## config.mk

```make
export PLATFORM = sky130hd
export DESIGN_NAME = multicycle_sequencer
export DESIGN_NICKNAME = d
export VERILOG_FILES = /design/src/rtl/multicycle_sequencer.sv
export SDC_FILE = /design/constraint.sdc
export NUM_CORES = 1
export LEC_CHECK = 0
export CORE_ASPECT_RATIO = 0.6
export CORE_MARGIN = 4
export CORE_UTILIZATION = 28
export DETAILED_ROUTE_END_ITERATION = 8
export PLACE_DENSITY = 0.57
export REMOVE_ABC_BUFFERS = 1
export SYNTH_ARGS = -nofsm -noshare
export SYNTH_HDL_FRONTEND = slang
export SYNTH_SLANG_ARGS = --single-unit
```

## constraint.sdc

```tcl
create_clock -name clock -period 1.8 [get_ports clock]
set_clock_uncertainty 0.2 [all_clocks]
set_input_delay 0.36 -clock clock [delete_from_list [all_inputs] [get_ports clock]]
set_output_delay 0.36 -clock clock [all_outputs]
set_load 0.005 [all_outputs]
```

## src/rtl/multicycle_sequencer.sv

```systemverilog
// multicycle_sequencer
//   Multi-cycle control FSM for the J17 datapath. Latches the 32-bit
//   instruction in FETCH, exposes its decoded fields, and steps through
//   DECODE / EXEC / MEM / WB, issuing control strobes for the ALU, data
//   RAM, register file and PC. MUL waits on alu_done and LOAD/STORE wait
//   on mem_ready, each bounded by a timeout.
//
// Ports
//   clock        in   rising-edge system clock
//   reset        in   asynchronous, active-high
//   instruction  in   [31:0] instruction word, sampled at the end of FETCH
//   alu_done     in   multiplier result valid (looked at only in EXEC/MUL)
//   mem_ready    in   RAM access complete (looked at only in MEM)
//   zero_flag    in   ALU compare result for BEQ
//   opcode       out  [5:0]  IR[31:26]
//   op1          out  [4:0]  IR[25:21]
//   op2          out  [4:0]  IR[20:16]
//   imm          out  [15:0] IR[15:0]
//   ir_load      out  latch instruction
//   alu_op       out  [1:0]  0=ADD 1=SUB 2=MUL 3=CMP
//   alu_start    out  pulse on the first EXEC cycle
//   ram_read     out  held in MEM for LOAD
//   ram_write    out  held in MEM for STORE
//   reg_write    out  register-file write enable (WB)
//   pc_inc       out  PC <= PC + 1
//   pc_load      out  PC <= imm
//   illegal      out  pulse in DECODE on an undefined opcode
//   timeout      out  sticky handshake-timeout flag
//   halted       out  sticky halt flag
module multicycle_sequencer #(
  parameter int MUL_TIMEOUT = 16,
  parameter int MEM_TIMEOUT = 16
) (
  input  logic        clock,
  input  logic        reset,
  input  logic [31:0] instruction,
  input  logic        alu_done,
  input  logic        mem_ready,
  input  logic        zero_flag,
  output logic [5:0]  opcode,
  output logic [4:0]  op1,
  output logic [4:0]  op2,
  output logic [15:0] imm,
  output logic        ir_load,
  output logic [1:0]  alu_op,
  output logic        alu_start,
  output logic        ram_read,
  output logic        ram_write,
  output logic        reg_write,
  output logic        pc_inc,
  output logic        pc_load,
  output logic        illegal,
  output logic        timeout,
  output logic        halted
);

  localparam int TMAX  = (MUL_TIMEOUT > MEM_TIMEOUT) ? MUL_TIMEOUT : MEM_TIMEOUT;
  localparam int CNT_W = $clog2(TMAX + 1);

  // Last wait cycle index: the counter starts at 0 on state entry, so the
  // N-th waiting cycle is index N-1.
  localparam logic [CNT_W-1:0] MUL_LAST = CNT_W'(MUL_TIMEOUT - 1);
  localparam logic [CNT_W-1:0] MEM_LAST = CNT_W'(MEM_TIMEOUT - 1);

  localparam logic [2:0] S_FETCH  = 3'd0;
  localparam logic [2:0] S_DECODE = 3'd1;
  localparam logic [2:0] S_EXEC   = 3'd2;
  localparam logic [2:0] S_MEM    = 3'd3;
  localparam logic [2:0] S_WB     = 3'd4;
  localparam logic [2:0] S_HALT   = 3'd5;

  localparam logic [5:0] OP_ADD   = 6'd0;
  localparam logic [5:0] OP_SUB   = 6'd1;
  localparam logic [5:0] OP_MUL   = 6'd2;
  localparam logic [5:0] OP_LOAD  = 6'd3;
  localparam logic [5:0] OP_STORE = 6'd4;
  localparam logic [5:0] OP_JMP   = 6'd5;
  localparam logic [5:0] OP_BEQ   = 6'd6;
  localparam logic [5:0] OP_HALT  = 6'd63;

  logic [2:0]       state;
  logic [2:0]       next_state;
  logic [31:0]      ir;
  logic [CNT_W-1:0] cnt;
  logic             ready;        // low during the first cycle after reset release
  logic             timeout_hit;

  assign opcode = ir[31:26];
  assign op1    = ir[25:21];
  assign op2    = ir[20:16];
  assign imm    = ir[15:0];

  // Strobes are decoded from state + IR. Reset forces state to FETCH with
  // ready low, so every strobe falls as soon as reset rises.
  always_comb begin
    next_state  = state;
    ir_load     = 1'b0;
    alu_op      = 2'd0;
    alu_start   = 1'b0;
    ram_read    = 1'b0;
    ram_write   = 1'b0;
    reg_write   = 1'b0;
    pc_inc      = 1'b0;
    pc_load     = 1'b0;
    illegal     = 1'b0;
    timeout_hit = 1'b0;
    case (state)
      S_FETCH: begin
        if (ready) begin
          ir_load    = 1'b1;
          next_state = S_DECODE;
        end
      end
      S_DECODE: begin
        case (opcode)
          OP_ADD, OP_SUB, OP_MUL, OP_BEQ, OP_JMP: next_state = S_EXEC;
          OP_LOAD, OP_STORE:                      next_state = S_MEM;
          OP_HALT:                                next_state = S_HALT;
          default: begin
            illegal    = 1'b1;
            pc_inc     = 1'b1;
            next_state = S_FETCH;
          end
        endcase
      end
      S_EXEC: begin
        alu_start = (cnt == '0);
        case (opcode)
          OP_ADD: begin
            alu_op     = 2'd0;
            next_state = S_WB;
          end
          OP_SUB: begin
            alu_op     = 2'd1;
            next_state = S_WB;
          end
          OP_MUL: begin
            alu_op = 2'd2;
            if (alu_done) begin
              next_state = S_WB;
            end else if (cnt == MUL_LAST) begin
              // Multiplier never answered: skip the instruction, no WB.
              timeout_hit = 1'b1;
              pc_inc      = 1'b1;
              next_state  = S_FETCH;
            end
          end
          OP_JMP: begin
            pc_load    = 1'b1;
            next_state = S_FETCH;
          end
          OP_BEQ: begin
            alu_op     = 2'd3;
            pc_load    = zero_flag;
            pc_inc     = ~zero_flag;
            next_state = S_FETCH;
          end
          default: next_state = S_FETCH;
        endcase
      end
      S_MEM: begin
        if (mem_ready) begin
          // The access strobe stays up through the completing cycle.
          if (opcode == OP_LOAD) begin
            ram_read   = 1'b1;
            next_state = S_WB;
          end else begin
            ram_write  = 1'b1;
            pc_inc     = 1'b1;
            next_state = S_FETCH;
          end
        end else if (cnt == MEM_LAST) begin
          timeout_hit = 1'b1;
          pc_inc      = 1'b1;
          next_state  = S_FETCH;
        end else begin
          ram_read  = (opcode == OP_LOAD);
          ram_write = (opcode == OP_STORE);
        end
      end
      S_WB: begin
        reg_write  = 1'b1;
        pc_inc     = 1'b1;
        next_state = S_FETCH;
      end
      S_HALT: next_state = S_HALT;
      default: next_state = S_FETCH;
    endcase
  end

  always_ff @(posedge clock or posedge reset) begin
    if (reset) begin
      state   <= S_FETCH;
      ir      <= '0;
      cnt     <= '0;
      ready   <= 1'b0;
      timeout <= 1'b0;
      halted  <= 1'b0;
    end else begin
      ready <= 1'b1;
      state <= next_state;
      if (ir_load)
        ir <= instruction;
      // Wait counter restarts on every state change and saturates otherwise.
      if (next_state != state)
        cnt <= '0;
      else if (cnt != '1)
        cnt <= cnt + 1'b1;
      if (timeout_hit)
        timeout <= 1'b1;
      if (next_state == S_HALT)
        halted <= 1'b1;
    end
  end

endmodule

```

==> summary.txt <==
Global route
  • Largest net degree at the start of global routing: 34
  • Global-route wire length before repair: between 10000 and 15000 um
  • Vias in the first global route: 2078
  • Global-route usage over all layers: 16.1%
  • GRT overflow: 0
  • Initial antenna violation count: 0

Floorplan
  • Ports: 81
  • Initial core utilization: 28.9%
  • Die W: about 120 um
  • Die H: ~75 um
  • Row count: 24
  • Core Region: ~7300 um2
  • Die Area: roughly 9000 um2

Worst setup path
  • Max stage delay on crit path: 0.38 ns
  • R2R Path Start: state[1]
  • CP max FO: 3
  • Nature of the critical path startpoint: register
  • CP bufs+invs: 2
  • Critical path required time: about 1.2 ns
  • Crit. End Element: output pin
  • Reg2Reg Depth: 9
  • R2R Setup Slk: -0.36 ns
  • Crit path cell chain: ha_2 -> and3_4 -> ha_4 -> buf_4 -> nor2_2 -> a21oi_2 -> o21bai_1 -> buf_2
  • Worst EP arrival: around 1.9 ns
  • CP delay by family, top: flip-flops
  • Worst R2R End: ir[10]
  • Cell type of the slowest stage on the worst timing path: dfrtp_1
  • Crit path kind: reg -> out

Clocking
  • Root Driver: clkbuf_16
  • Cts bufs inserted: 5
  • Clock buffer depth: 2
  • CTS tree: yes
  • Worst-skew pair later-pin latency: ~0.29 ns
  • Clock Sinks: 43
  • CTS Hold Bufs: 0
  • Clock-pin slew on the worst setup and hold paths: 0.06 ns
  • H-tree depth: 2

Job
  • Max cap viols: 0

Detailed routing
  • # DRC: 0
  • Initial drt markers: slightly above 70
  • WL final: ~7000 um
  • Routed Antenna Nets: 0
  • Met1 Wirelength: 3270 um
  • Total iterations of the first detailed-routing run: 5
  • Vias: approximately 1900
  • Max layer used: met4
  • Met3 wire len: 436 um
  • Vias per cell: roughly 4.5
  • Met2 wire len: between 3000 and 4000 um
  • Routed len/inst: 16.2 um

Cells and area
  • Fin cells: 433
  • FF/Latch Area: approximately 1100 um2
  • Area grow syn2layout: 101%
  • Area occupied by multi-input gates: approximately 1300 um2
  • Final nets: about 370
  • Fillers: 590
  • Diode count: 0
  • Share of cells above drive strength 1: slightly above 50%

Timing
  • Peak Freq: between 0.4 and 0.5 GHz
  • Setup TNS Final: -14.02 ns
  • Crit share post-route: 134%
  • Final-report hold violation count: 0
  • Setup violators final: 49
  • Setup ws final: -0.607 ns
  • Max-slew violation count: 0
  • Crit path time final: about 2.4 ns
  • RSZ-0062 raised after global routing: true

Status
  • Status: complete, but fails checks
  • Failing checks: setup timing

Power
  • Tot Pwr: 6.34 mW
  • Total power per unit cell area: between 1000 and 1500 nW/um2
  • Maximum vdd ir drop: a little over 700 uV
  • Leakage Power: 1.88 nW

Yosys
  • Yosys top cell area share: approximately half
  • Post-synth cell types: 45
  • Syn avg cell area: around 12 um2
  • Seq/Total Area, Yosys: 51.0%
  • Synth area leaders: dfrtp_1 (51%), mux2_2 (13%), mux2_1 (3.2%)
  • Main combinational cell family by area after synthesis: multiplexers
  • Xor-xnor portion of the synthesized cell area: under 10%
  • Mapped Cells: 171
  • EDFF count, synth: 0
  • Post-synth ARST share: between 90% and 100%
  • Synth Area in Adders: about 2.4%
  • Yosys warns: 0
  • Simple-gate share of the synthesized area: roughly 15%
  • Synthesized area: around 2100 um2
  • Seq cells post-synth: 43
  • Synth area leader: dfrtp_1
  • Post-synth top flop: dfrtp_1
  • Mux contribution to synthesized area: 17.5%
  • Compound-gate portion of the synthesized area: under 10%

Hold path
  • Hold Path Class: in -> async

Placement
  • DP Wirelength: about 4500 um
  • GPL Wtd Cong: between 0.8 and 0.9
  • Port buffer count: 80
  • Placed Instances: just under 400
[worst max path at each step]
| stage | from | endpoint | slack [ns] | cells past startpoint |
|---|---|---|---|---|
| 3_5_place_dp | cnt[0] | ram_write | -0.83 | 7 |
| 3_3_place_gp | cnt[0] | ram_write | -0.82 | 7 |
| 4_1_cts | ir[29] | pc_inc | -0.66 | 6 |
| 6_report | cnt[1] | ram_write | -0.61 | 8 |
| 5_1_grt | ir[29] | ram_write | -0.73 | 5 |
| 2_1_floorplan | state[0] | ir[10] | -0.69 | 2 |
[metal layers]
layer / vias to the layer above / track usage, %
li1: 937 / -
met1: 947 / 20.6
met2: 52 / 25.7
met3: 9 / 5.93
met4: 0 / 5.20
met5: - / 0
[stage by stage]
stage / cell area, um2 / utilization [%] / setup WS (ns) / hold WS, ns
after floorplan: 2060 / - / -0.691 / 0.259
after global placement: 3350 / 45.9 / -0.817 / 0.253
after detailed placement: 3350 / 45.9 / -0.832 / 0.265
after CTS: 4190 / 57.4 / -0.664 / 0.218
after global routing: 4240 / 58.2 / -0.731 / 0.240
final: 4240 / 58.2 / -0.607 / 0.223
[sequential cells by signal, indices dropped and copies added, names as in the netlist]
register  cells
timeout       1
ir           32
ready         1
cnt           5
halted        1
state         3
[logic make-up (layout without fill, tap and decap cells)]
family | Yosys count | count (layout)
and+or+nand+nor | 47 | 47
DFF | 43 | 43
muxes | 33 | 33
AOI/OAI and AO/OA | 23 | 23
buffers and inverters | 17 | 175
adders and majority gates | 4 | 4
xor gates and xnor gates | 3 | 3
other | 1 | 1
[Yosys cell counts (2+ instances only)]
cell type / number
dfrtp_1: 43
mux2_2: 25
inv_1: 10
nor2_1: 7
mux2_1: 6
nand3_1: 6
a21oi_1: 5
nand2_1: 5
nor3_1: 5
a2111oi_1: 4
ha_1: 4
o21ai_0: 4
buf_2: 3
nand4b_1: 3
and2b_2: 2
and3_1: 2
buf_4: 2
buf_6: 2
mux2i_1: 2
nand2b_1: 2
nor2b_1: 2
nor4b_4: 2
o211ai_1: 2
xor2_1: 2
[where the power goes]
group	internal, mW	switching, mW	total (mW)
clock	0.654	0.389	1.04
combinational	2.33	1.34	3.67
sequential	1.38	0.238	1.62
[timing repair]
| item | 4_1_cts | 5_1_grt |
|---|---|---|
| gates resized for setup | 143 | 35 |
| buffers inserted | 32 | 11 |
| pin swaps | 20 | 12 |
| gates cloned | 2 | 0 |
| endpoints found under the setup margin | 52 | 53 |
[worst reg2reg max path, stage by stage (launching register included)]
cell and delay [ns]:
dfrtp_1 0.39, buf_6 0.12, buf_6 0.10, buf_6 0.13, nor4b_4 0.23, buf_4 0.19
buf_8 0.14, buf_12 0.12, buf_12 0.13, mux2_4 0.30
[area by class of cell]
| cell class | instances | share of cell area (%) |
|---|---|---|
| multi-input combinational | 111 | 30.7 |
| tap | 104 | 3.07 |
| timing repair buffer | 157 | 35.9 |
| clock inverter | 3 | 1.03 |
| sequential | 43 | 25.4 |
| clock buffer | 5 | 2.95 |
| inverter | 10 | 1.00 |
[layout by cell type (no fill, tap or decap), drive strengths merged, types with 5 or more instances in the layout]
master / n
a21oi: 6
buf: 87
clkbuf: 6
clkdlybuf4s50: 64
dfrtp: 43
inv: 9
mux2: 31
nand2: 5
nand3: 6
nor2: 8
nor3: 6
(Power assumes the default switching activity.)
